$ cat config.mk
export PLATFORM = sky130hd
export DESIGN_NAME = proc_nios2_qsys_0_oci_trace_packer
export DESIGN_NICKNAME = d
export VERILOG_FILES = /design/src/rtl/proc_nios2_qsys_0_oci_trace_packer.sv
export SDC_FILE = /design/constraint.sdc
export NUM_CORES = 1
export LEC_CHECK = 0
export BUFFER_PORTS_ARGS = -buffer_cell sky130_fd_sc_hd__buf_2
export CAP_MARGIN = 0
export CORE_ASPECT_RATIO = 1.4
export CORE_MARGIN = 1.5
export CORE_UTILIZATION = 26
export CTS_CLUSTER_DIAMETER = 100
export DETAILED_ROUTE_END_ITERATION = 10
export PLACE_DENSITY = 0.45
export SLEW_MARGIN = 40
export SYNTH_ARGS = -nofsm -noshare
export SYNTH_HDL_FRONTEND = slang
export SYNTH_SLANG_ARGS = --single-unit
$ cat constraint.sdc
create_clock -name clk -period 4.06 [get_ports clk]
set_input_delay 0.812 -clock clk [delete_from_list [all_inputs] [get_ports clk]]
set_output_delay 0.812 -clock clk [all_outputs]
set_load 0.01 [all_outputs]
$ cat src/rtl/proc_nios2_qsys_0_oci_trace_packer.sv
// Packs variable-length OCI trace fragments into fixed-size DCT words, with
// output backpressure, end-of-test flush of the partial word and a drop counter.
module proc_nios2_qsys_0_oci_trace_packer #(
    parameter int UNIT_W    = 2,
    parameter int BUF_UNITS = 15,
    parameter int IN_UNITS  = 4,
    parameter int CNT_W     = 4,
    parameter int DROP_W    = 16,
    localparam int LEN_W    = $clog2(IN_UNITS + 1)
) (
    input  logic                        clk,
    input  logic                        reset_n,
    input  logic                        in_valid,
    output logic                        in_ready,
    input  logic [IN_UNITS*UNIT_W-1:0]  in_data,
    input  logic [LEN_W-1:0]            in_len,
    output logic                        out_valid,
    input  logic                        out_ready,
    output logic [BUF_UNITS*UNIT_W-1:0] out_data,
    output logic [CNT_W-1:0]            out_count,
    input  logic                        test_ending,
    output logic                        test_has_ended,
    output logic [DROP_W-1:0]           drop_count
);

    typedef enum logic [1:0] {PACK, FLUSH, DONE} state_t;

    state_t                                   state;
    logic [BUF_UNITS*UNIT_W-1:0]              acc;
    logic [CNT_W-1:0]                         count;

    logic                                     out_free;
    logic                                     accept;
    logic [LEN_W-1:0]                         len;
    logic [CNT_W:0]                           total;
    logic [(BUF_UNITS+IN_UNITS)*UNIT_W-1:0]   merged;
    logic                                     load;
    logic [CNT_W-1:0]                         load_count;
    logic [BUF_UNITS*UNIT_W-1:0]              acc_next;
    logic [CNT_W-1:0]                         count_next;

    // merged holds acc[0..count-1] followed by the fragment, zero above total,
    // so acc never carries stale units and a flushed word is already zero-padded.
    always_comb begin
        out_free = !out_valid || out_ready;
        in_ready = (state == PACK) && out_free;
        accept   = in_valid && in_ready;
        len      = '0;
        if (accept) begin
            len = (in_len > LEN_W'(IN_UNITS)) ? LEN_W'(IN_UNITS) : in_len;
        end
        total = (CNT_W+1)'(count) + (CNT_W+1)'(len);

        merged = '0;
        for (int unsigned i = 0; i < BUF_UNITS; i++) begin
            if (i < 32'(count)) begin
                merged[i*UNIT_W +: UNIT_W] = acc[i*UNIT_W +: UNIT_W];
            end
        end
        for (int unsigned j = 0; j < IN_UNITS; j++) begin
            if (j < 32'(len)) begin
                merged[(32'(count) + j)*UNIT_W +: UNIT_W] = in_data[j*UNIT_W +: UNIT_W];
            end
        end

        load       = 1'b0;
        load_count = CNT_W'(BUF_UNITS);
        acc_next   = merged[BUF_UNITS*UNIT_W-1:0];
        count_next = total[CNT_W-1:0];
        case (state)
            PACK: begin
                if (total >= (CNT_W+1)'(BUF_UNITS)) begin
                    load       = 1'b1;
                    acc_next   = '0;
                    acc_next[IN_UNITS*UNIT_W-1:0] = merged[BUF_UNITS*UNIT_W +: IN_UNITS*UNIT_W];
                    count_next = CNT_W'(total - (CNT_W+1)'(BUF_UNITS));
                end
            end
            FLUSH: begin
                if (count != '0 && out_free) begin
                    load       = 1'b1;
                    load_count = count;
                    acc_next   = '0;
                    count_next = '0;
                end
            end
            default: ;
        endcase
    end

    always_ff @(posedge clk) begin
        if (!reset_n) begin
            state          <= PACK;
            acc            <= '0;
            count          <= '0;
            out_valid      <= 1'b0;
            out_data       <= '0;
            out_count      <= '0;
            test_has_ended <= 1'b0;
            drop_count     <= '0;
        end else begin
            acc   <= acc_next;
            count <= count_next;
            case (state)
                PACK:    if (test_ending) state <= FLUSH;
                FLUSH:   if (count == '0 || out_free) state <= DONE;
                default: state <= DONE;
            endcase

            if (load) begin
                out_valid <= 1'b1;
                out_data  <= merged[BUF_UNITS*UNIT_W-1:0];
                out_count <= load_count;
            end else if (out_ready) begin
                out_valid <= 1'b0;
            end

            test_has_ended <= (state == DONE) && !out_valid;
            if (state == DONE && in_valid && drop_count != '1) begin
                drop_count <= drop_count + 1'b1;
            end
        end
    end

endmodule
Word-level counts from Yosys, hierarchy flattened

Cells that the tools add are included.

$add $sub $neg: 10
Order comparisons: 21
Equality and inequality tests: 5
Shifts and indexed selects: 8
Mux-type cells: 41
Reduce and logical (&&, ||, !) cells: 14

Operators by type and width:

| cell                                                                        | count |
|---|---|
| 38-bit bitwise mux                                                          | 4 |
| 38-bit 2-to-1 mux                                                           | 4 |
| 2-bit by 34-bit variable shift with 38-bit output, first input constant     | 4 |
| 2-bit by 34-bit indexed part select with 38-bit output                      | 4 |
| 6-bit negation with 34-bit output                                           | 3 |
| 30-bit 2-to-1 mux                                                           | 2 |
| 30-bit case mux with 2 select lines                                         | 1 |
| 2-bit 2-to-1 mux                                                            | 17 |
| 5-bit negation with 34-bit output                                           | 1 |
| 4-bit less-than comparator, first input constant                            | 7 |
| 16-bit by 1-bit adder with 16-bit output, second input constant             | 1 |
| 3-bit by 4-bit less-than comparator with 1-bit output, first input constant | 4 |
| 4-bit 2-to-1 mux                                                            | 4 |
| 16-bit inequality test, second input constant                               | 1 |
| 4-bit by 2-bit adder with 5-bit output, second input constant               | 2 |
| 1-bit by 4-bit less-than comparator with 1-bit output, first input constant | 2 |
| 2-bit by 4-bit less-than comparator with 1-bit output, first input constant | 2 |
| 4-bit case mux with 2 select lines                                          | 1 |
| 1-bit logical AND                                                           | 6 |
| 1-bit by 3-bit less-than comparator with 1-bit output, first input constant | 2 |
| 2-bit by 3-bit less-than comparator with 1-bit output, first input constant | 2 |
| 3-bit 2-to-1 mux                                                            | 2 |
| 4-bit by 1-bit adder with 5-bit output, second input constant               | 1 |
| 4-bit by 3-bit adder with 5-bit output                                      | 1 |
| other kinds (16)                                                            | 21 |

Bits in registers: 88
Input bits: 16

Depth between registers and ports, before layout

Gate-level depths: netlist of the first run.

Depth after elaboration: 15
Depth in mapped cells: 16
Depth with buffers taken out: 14

Worst setup path after synthesis of the first run

OpenSTA, ideal clock, no wires.

Path type: input port to flip-flop
Start point: input port out_ready
End point: register acc[8]
Setup time: 0.078 ns
Arrival time: 3.715 ns
Required time: 3.982 ns
Setup slack: 0.268 ns
Stages on the path: 13
Cells stage by stage: nand2b_1 -> nand3_1 -> nor3b_1 -> ha_1 -> fa_1 -> ha_1 -> a21o_1 -> a31oi_1 -> o21ai_1 -> a21oi_1 -> nand2_1 -> clkbuf_1 -> nor3_1

Word-level cells in the longest chain between the ends: 14

RTL lines:

| item                                                  | line   | text |
|---|---|---|
| start, declared                                       | 18     | `input logic out_ready,` |
| 1-bit logical OR *                                    | 45     | `out_free = !out_valid \|\| out_ready;` |
| 1-bit logical AND                                     | 46     | `in_ready = (state == PACK) && out_free;` |
| 1-bit logical AND                                     | 47     | `accept = in_valid && in_ready;` |
| 3-bit 2-to-1 mux                                      | 49     | `if (accept) begin` |
| 1-bit by 3-bit less-than comparator with 1-bit output | 61     | `if (j < 32'(len)) begin` |
| 38-bit 2-to-1 mux                                     | 61     |  |
| 38-bit bitwise mux                                    | 62     | `merged[(32'(count) + j)*UNIT_W +: UNIT_W] = in_data[j*UNIT_W +: UNIT_W];` |
| 38-bit 2-to-1 mux                                     | 61     |  |
| 38-bit bitwise mux                                    | 62     |  |
| 38-bit 2-to-1 mux                                     | 61     |  |
| 38-bit bitwise mux                                    | 62     |  |
| 38-bit 2-to-1 mux                                     | 61     |  |
| 30-bit 2-to-1 mux, on equally long branches           | 80, 72 |  |
| 30-bit case mux with 2 select lines *                 | 70     | `case (state)` |
| end signal, assigned                                  | 102    | `acc <= acc_next;` |
| end, declared                                         | 29     | `logic [BUF_UNITS*UNIT_W-1:0] acc;` |

Every way passes the cells marked *; elsewhere a longest branch is shown, timed or not.
A chain may end at the register's enable or synchronous reset.

Worst setup path after layout of the first run

Start point: register count[1]
End point: register acc[1]

Word-level cells in the longest chain between the ends: 12

RTL lines:

| item                                                                       | line | text |
|---|---|---|
| start, declared                                                            | 30   | `logic [CNT_W-1:0] count;` |
| start signal, assigned                                                     | 103  | `count <= count_next;` |
| branches (longest 11 deep; another with 6-bit negation with 34-bit output) | --   |  |
| 30-bit case mux with 2 select lines *                                      | 70   |  |

Mark *: on every way between the ends.

==> results of run 1 <==
==> per-stage QoR <==
step	utilization [%]	instances	setup TNS, ps
finish	32.2	1319	0
detailed placement	31.0	1303	0
floorplan	-	888	0
global route	32.2	1319	0
global placement	31.0	1303	-711
CTS	32.2	1319	0
==> Yosys cell counts, types with 6 or more instances <==
cell type    n  area, um^2
a21oi_1     56         280
buf_1        6        22.5
ha_1        20         250
xnor2_1     10        87.6
dfxtp_1     88        1760
nor4_1       8        50.1
nand4_1     27         169
nor3b_1      6        45.0
nand2b_1     6        37.5
nor2_1      73         274
inv_1       13        48.8
o211ai_1    13        97.6
xor2_1      12         105
o21a_1       8        60.1
clkbuf_1    36         135
buf_2       11        55.1
and4_1       6        52.6
or3_1        7        43.8
nand2_1    115         432
and3_1      22         138
o21ai_0     34         170
o22ai_1     11        68.8
nand3_1     65         325
nor2b_1      6        37.5
and2_1      24         150
mux2_2      11         124
nor3_1      23         115
a31oi_1     13        81.3
mux2i_1     39         390
==> area by class of cell <==
cell class,count,area share (%)
Clock buffer,9,2.76
Clock inverter,7,0.937
Inverter,15,0.691
Multi-Input combinational cell,730,56.9
Sequential cell,88,21.6
Tap cell,319,4.90
Timing Repair Buffer,151,12.1
==> logic make-up after synthesis <==
| logic type | synth area share [%] |
|---|---|
| AOI/OAI and AO/OA | 21.8 |
| and+or+nand+nor | 32.1 |
| buffers and inverters | 4.36 |
| adders and majority gates | 4.05 |
| muxes | 8.04 |
| xor gates and xnor gates | 3.22 |
| DFF | 26.4 |
==> registers in the layout, indices dropped and copies added (netlist names) <==
signal,flops
out_count,4
drop_count,16
out_data,30
out_valid,1
state,2
acc,30
count,4
test_has_ended,1
==> power breakdown <==
group	leakage [nW]	switching [mW]	internal, mW
combinational	2.46	0.325	0.162
clock	0.143	0.390	0.483
sequential	0.710	0.00932	0.876
total	3.31	0.725	1.52
==> layout by cell type (no fill, tap or decap), drive strengths merged, types with 8 or more instances in the layout <==
master and n:
inv 16, nor2 75, nand4 27, a21oi 56, o211ai 13, dfxtp 88, a31oi 13, o311ai 8
nor3 27, nand3 65, nand2 116, and3 22, nor4 9, or3 8, clkbuf 9, xor2 12
mux2 13, buf 151, o21ai 39, xnor2 10, o22ai 11, mux2i 39, ha 20, and2 25
o21a 8
==> path summary, 6_finish.rpt <==
check,startpoint,to,slack (ps),cells after the start
max,count[1],acc[1],390,15
max reg2reg,count[1],acc[1],390,15
min,out_data[28],out_data[28],460,2
min reg2reg,out_data[28],out_data[28],460,2
==> metal layers <==
metal / routed length, um / up-vias
li1: - / 3513
met1: 11700 / 3439
met2: 13300 / 339
met3: 1700 / 102
met4: 1960 / 0
met5: 0 / -
==> worst register-to-register path: stages, from the launching register on <==
cell and delay (ps):
dfxtp_1 330, buf_12 150, ha_1 280, buf_4 180, a21oi_1 230, xnor2_1 190, nor2_1 110, ha_1 310
and2_1 150, nand4_1 260, buf_4 240, nor3_1 440, nand2_1 210, mux2i_1 220, buf_4 160, o22ai_1 80
==> summary.txt, run 1 <==
Timing
  • Final hold violations: 0
  • Pins Over Slew Limit: 0
  • Worst hold-check slack: 456 ps
  • Setup violation total in the final timing report: 0
  • Tmin final: 3670 ps
  • Clk_skew: around 10 ps
  • Max_slew headroom: 48.7%
  • Crit share post-route: 90.3%
  • Worst setup margin: 393 ps
  • Fmax: 0.273 GHz
  • RSZ-0062 raised after global routing: no
  • Worst slew pin tran: 765 ps

Synthesis
  • Post-synthesis area per instance: 7.52 um^2
  • Register area share after synthesis: a little over a quarter
  • EDFF count, synth: 0
  • Ys Warns: 0
  • Yosys reg bits: about 90
  • Net Count, Synth: 925
  • Async set or reset register ratio after synthesis: 0%
  • Cells after Synth: around 900
  • Yosys cell types: 82
  • Mapped cell area: between 0.006 and 0.007 mm^2
  • Post-synth top flop: dfxtp_1

Floorplan
  • Die Wd: 138 um
  • Rows: 69
  • Core area: 0.0253 mm^2
  • Initial Util: a little over a quarter
  • Die area: 0.0267 mm^2
  • Ports: 69
  • Die H: 193 um

Place
  • Hpwl dp: roughly 22 mm
  • Area after DPL: 0.00785 mm^2
  • Dpl ws: 146 ps
  • Port Buf Inserts: 68
  • Gpl congestion: 0.972

Cells and area
  • Layout cells sized above 1: 20.5%
  • Final net count: 1032
  • Register area: approximately 0.0018 mm^2
  • Area grow syn2layout: 22.0%
  • Filler instances: about 2.8k
  • Antenna cells: 0
  • Post-route cell area: 0.00815 mm^2
  • Area of the multi-input gates: 0.00464 mm^2

Global route
  • Total GRT Usage: between 20% and 30%
  • First-pass GRT wire length: approximately 44 mm
  • M3 GR Usage: 2.53%
  • Gr busiest metal: met2
  • GRT met1 Usage: around a quarter
  • Fraction of met2 tracks used by global routing: 36.5%
  • Initial antenna violation count: 0
  • Number of global-route vias before repair: 7413
  • Grt ovf: 0
  • Largest net degree at the start of global routing: 42

Setup path
  • Critical path, cell by cell: buf_12 > ha_1 > buf_4 > a21oi_1 > xnor2_1 > nor2_1 > ha_1 > and2_1 > nand4_1 > buf_4 > nor3_1 > nand2_1 > mux2i_1 > buf_4 > o22ai_1
  • CP Capture Type: flop
  • CP top delay family: simple AND/OR/NAND/NOR gates
  • Worst Path Class, Setup: flop to flop
  • Max stage delay on crit path: ~440 ps
  • Crit path DAT: 3880 ps
  • Crit Path Max Fanout: 11
  • WP buf/inv: 4
  • Critical Path RT: ~4300 ps
  • Slowest-stage cell, CP: nor3_1
  • Crit path launch type: flop
  • Crit path top cell by count: buf_4

Flow run
  • Maxcap violations: 0

Hold path
  • Worst min path class: flop to flop

Power and ir drop
  • Pwr Total: 2.25 mW
  • Pwr Density: roughly 280 mW/mm^2
  • LEAKAGE: 3.31 nW
  • Peak VDD IR: 0.157 mV

Route
  • Vias per cell: approximately 5.6
  • Drt first pass iters: 6
  • WL final: about 29 mm
  • Avg WL per Cell: 21.7 um
  • Post-route ant nets: 0
  • DRC viols: 0
  • DRT iter0 DRCs: 604
  • Total number of vias: 7393

Clock tree
  • H-tree depth: 3
  • Clock transition at path regs: 70 ps
  • Worst skew pair latency: 360 ps
  • Hold Buf Count CTS: 0
  • Post-CTS Setup Bufs: 0
  • Worst-case clock buffer depth: 2
  • Clk sinks: 88
  • Post-CTS Resized: 0
  • Inserted Clock Buffers: 9
  • Clk root buf: clkbuf_16
  • Clock tree from TritonCTS: built

Status
  • Status: finished, final reports clean
No activity file was read; power rests on OpenSTA's default activity.
==> inputs of run 2 (changes only) <==
--- a/config.mk
+++ b/config.mk
@@ -9,10 +9,10 @@
 export CAP_MARGIN = 0
 export CORE_ASPECT_RATIO = 1.4
 export CORE_MARGIN = 1.5
-export CORE_UTILIZATION = 26
-export CTS_CLUSTER_DIAMETER = 100
+export CORE_UTILIZATION = 54
 export DETAILED_ROUTE_END_ITERATION = 10
-export PLACE_DENSITY = 0.45
+export PLACE_DENSITY = 0.77
+export RECOVER_POWER = 25
 export SLEW_MARGIN = 40
 export SYNTH_ARGS = -nofsm -noshare
 export SYNTH_HDL_FRONTEND = slang
==> summary.txt, run 2 (synthesis results as in run 1) <==
Clock tree
  • Worst-case clock buffer depth: 2
  • Inserted Clock Buffers: 9
  • Worst skew pair latency: approximately 350 ps
  • Clock transition at path regs: approximately 70 ps
  • Hold Buf Count CTS: 0
  • Clk root buf: clkbuf_16
  • Clock tree from TritonCTS: built
  • H-tree depth: 3
  • Clk sinks: 88
  • Post-CTS Setup Bufs: 0

Route
  • Routed met2 length: 11.8 mm
  • Vias per cell: just under 7
  • DRT iter0 DRCs: 1012
  • Avg WL per Cell: 22.6 um
  • Met3 wire length: about 2.7 mm
  • WL final: ~26 mm
  • Drt first pass iters: 8
  • Uppermost layer routed: met4
  • DRC viols: 0
  • Post-Route M1 WL: 9.48 mm
  • Post-route ant nets: 0
  • Total number of vias: 7696

Setup path
  • Path depth of the worst reg2reg path: 12
  • Crit path DAT: 4110 ps
  • Worst Path Class, Setup: flop to flop
  • R2R Path End: acc[1]
  • Crit path launch type: flop
  • Crit Path Max Fanout: 8
  • Critical Path RT: 4280 ps
  • Worst flop-to-flop path startpoint: count[1]
  • CP Capture Type: flop
  • FF-to-FF setup slack: around 170 ps

Timing
  • Worst slew pin tran: 1860 ps
  • Tmin final: 3890 ps
  • Max_slew headroom: -24.1%
  • Setup violation total in the final timing report: 0
  • Total negative slack: 0 ps
  • Pins Over Slew Limit: 42
  • Clk_skew: 9.60 ps
  • Fmax: between 0.2 and 0.3 GHz
  • Final hold violations: 0
  • Crit share post-route: 95.9%
  • RSZ-0062 raised after global routing: no

Hold path
  • Hold path depth: 2
  • Worst min path class: flop to flop
  • Hold Startpoint: out_data[2]
  • Worst Hold Endpoint: out_data[2]

Floorplan
  • Initial Util: 55.9%
  • Rows: 47
  • Core area: 0.0119 mm^2
  • Die H: 135 um
  • Ports: 69
  • Die area: 0.0131 mm^2
  • Die Wd: 97.0 um

Power and ir drop
  • Peak VDD IR: 0.279 mV
  • Pwr Density: 290 mW/mm^2
  • Pwr Total: between 2 and 2.5 mW
  • LEAKAGE: roughly 3.1 nW

Cells and area
  • Final net count: ~1.0k
  • Antenna cells: 0
  • Register area: 0.00176 mm^2
  • Area of the multi-input gates: 0.00464 mm^2
  • Layout cells sized above 1: around 16%
  • Filler instances: 1102
  • Area grow syn2layout: 16.9%
  • Commonest non-fill, non-tap cell in the layout: nand2_1
  • Biggest regs: acc: 30 flops, out_data: 30 flops, drop_count: 16 flops
  • Most frequent cells in the layout: 115 x nand2_1, 88 x dfxtp_1, 72 x nor2_1

Global route
  • Total GRT Usage: 39.4%
  • Largest net degree at the start of global routing: 42
  • Initial antenna violation count: 0
  • Number of global-route vias before repair: 7391
  • Grt ovf: 0
  • First-pass GRT wire length: 40.4 mm

Place
  • Port Buf Inserts: 68
  • Gpl congestion: 1.08
  • Hpwl dp: about 19 mm

Status
  • Status: complete, but fails checks
  • Failing checks: capacitance limit, slew limit

Flow run
  • Maxcap violations: 1
run 2: worst max path at each step:
| stage | from | end | slack [ps] |
|---|---|---|---|
| final | count[1] | acc[1] | 170 |
| after floorplan | out_ready | acc[8] | 270 |
| after detailed placement | out_ready | acc[21] | 160 |
| after CTS | count[1] | out_data[17] | 320 |
| after global routing | count[1] | out_data[25] | 50 |
| after global placement | out_ready | acc[26] | 20 |
run 2: power breakdown:
part	internal, mW	switching (mW)	total (mW)
Sequential	0.877	0.00924	0.886
Clock	0.540	0.368	0.909
Combinational	0.151	0.315	0.465
Total	1.57	0.692	2.26
run 2: metrics by stage:
stage	setup slack [ps]	instance area, um^2	hold WS [ps]	cells	utilization, %
2_1_floorplan	268	6680	476	888	-
3_3_place_gp	22.7	7520	437	1118	63.0
3_5_place_dp	164	7520	447	1118	63.0
4_1_cts	318	7840	456	1133	65.7
5_1_grt	53.9	7810	479	1133	65.4
6_report	166	7810	456	1133	65.4
run 2: timing repair:
item                                    in CTS  in global routing
hold endpoints to repair                     0                  0
resized for setup                            0                  2
endpoints found under the setup margin       0                  2
run 2: final cells by class:
class	count	share of cell area (%)
clock inverters	6	1.19
repair buffers	138	10.8
inverters	15	0.721
well taps	147	2.36
flip-flops and latches	88	22.6
multi-input cells	730	59.5
clock buffers	9	2.89
run 2: critical path, stage by stage (launching register included):
cell,delay (ps)
dfxtp_1,540
inv_1,210
ha_1,330
and3b_1,460
inv_1,140
ha_1,320
and2_1,140
nand4_1,240
buf_4,250
nor3_1,370
nand2_1,180
mux2i_1,440
o22ai_1,140
run 2: layer usage:
metal  track usage [%]  vias up
met5                 0        -
met4              23.3        0
met3              7.35      128
met2              64.6      512
met1              48.1     3571
li1                  -     3485
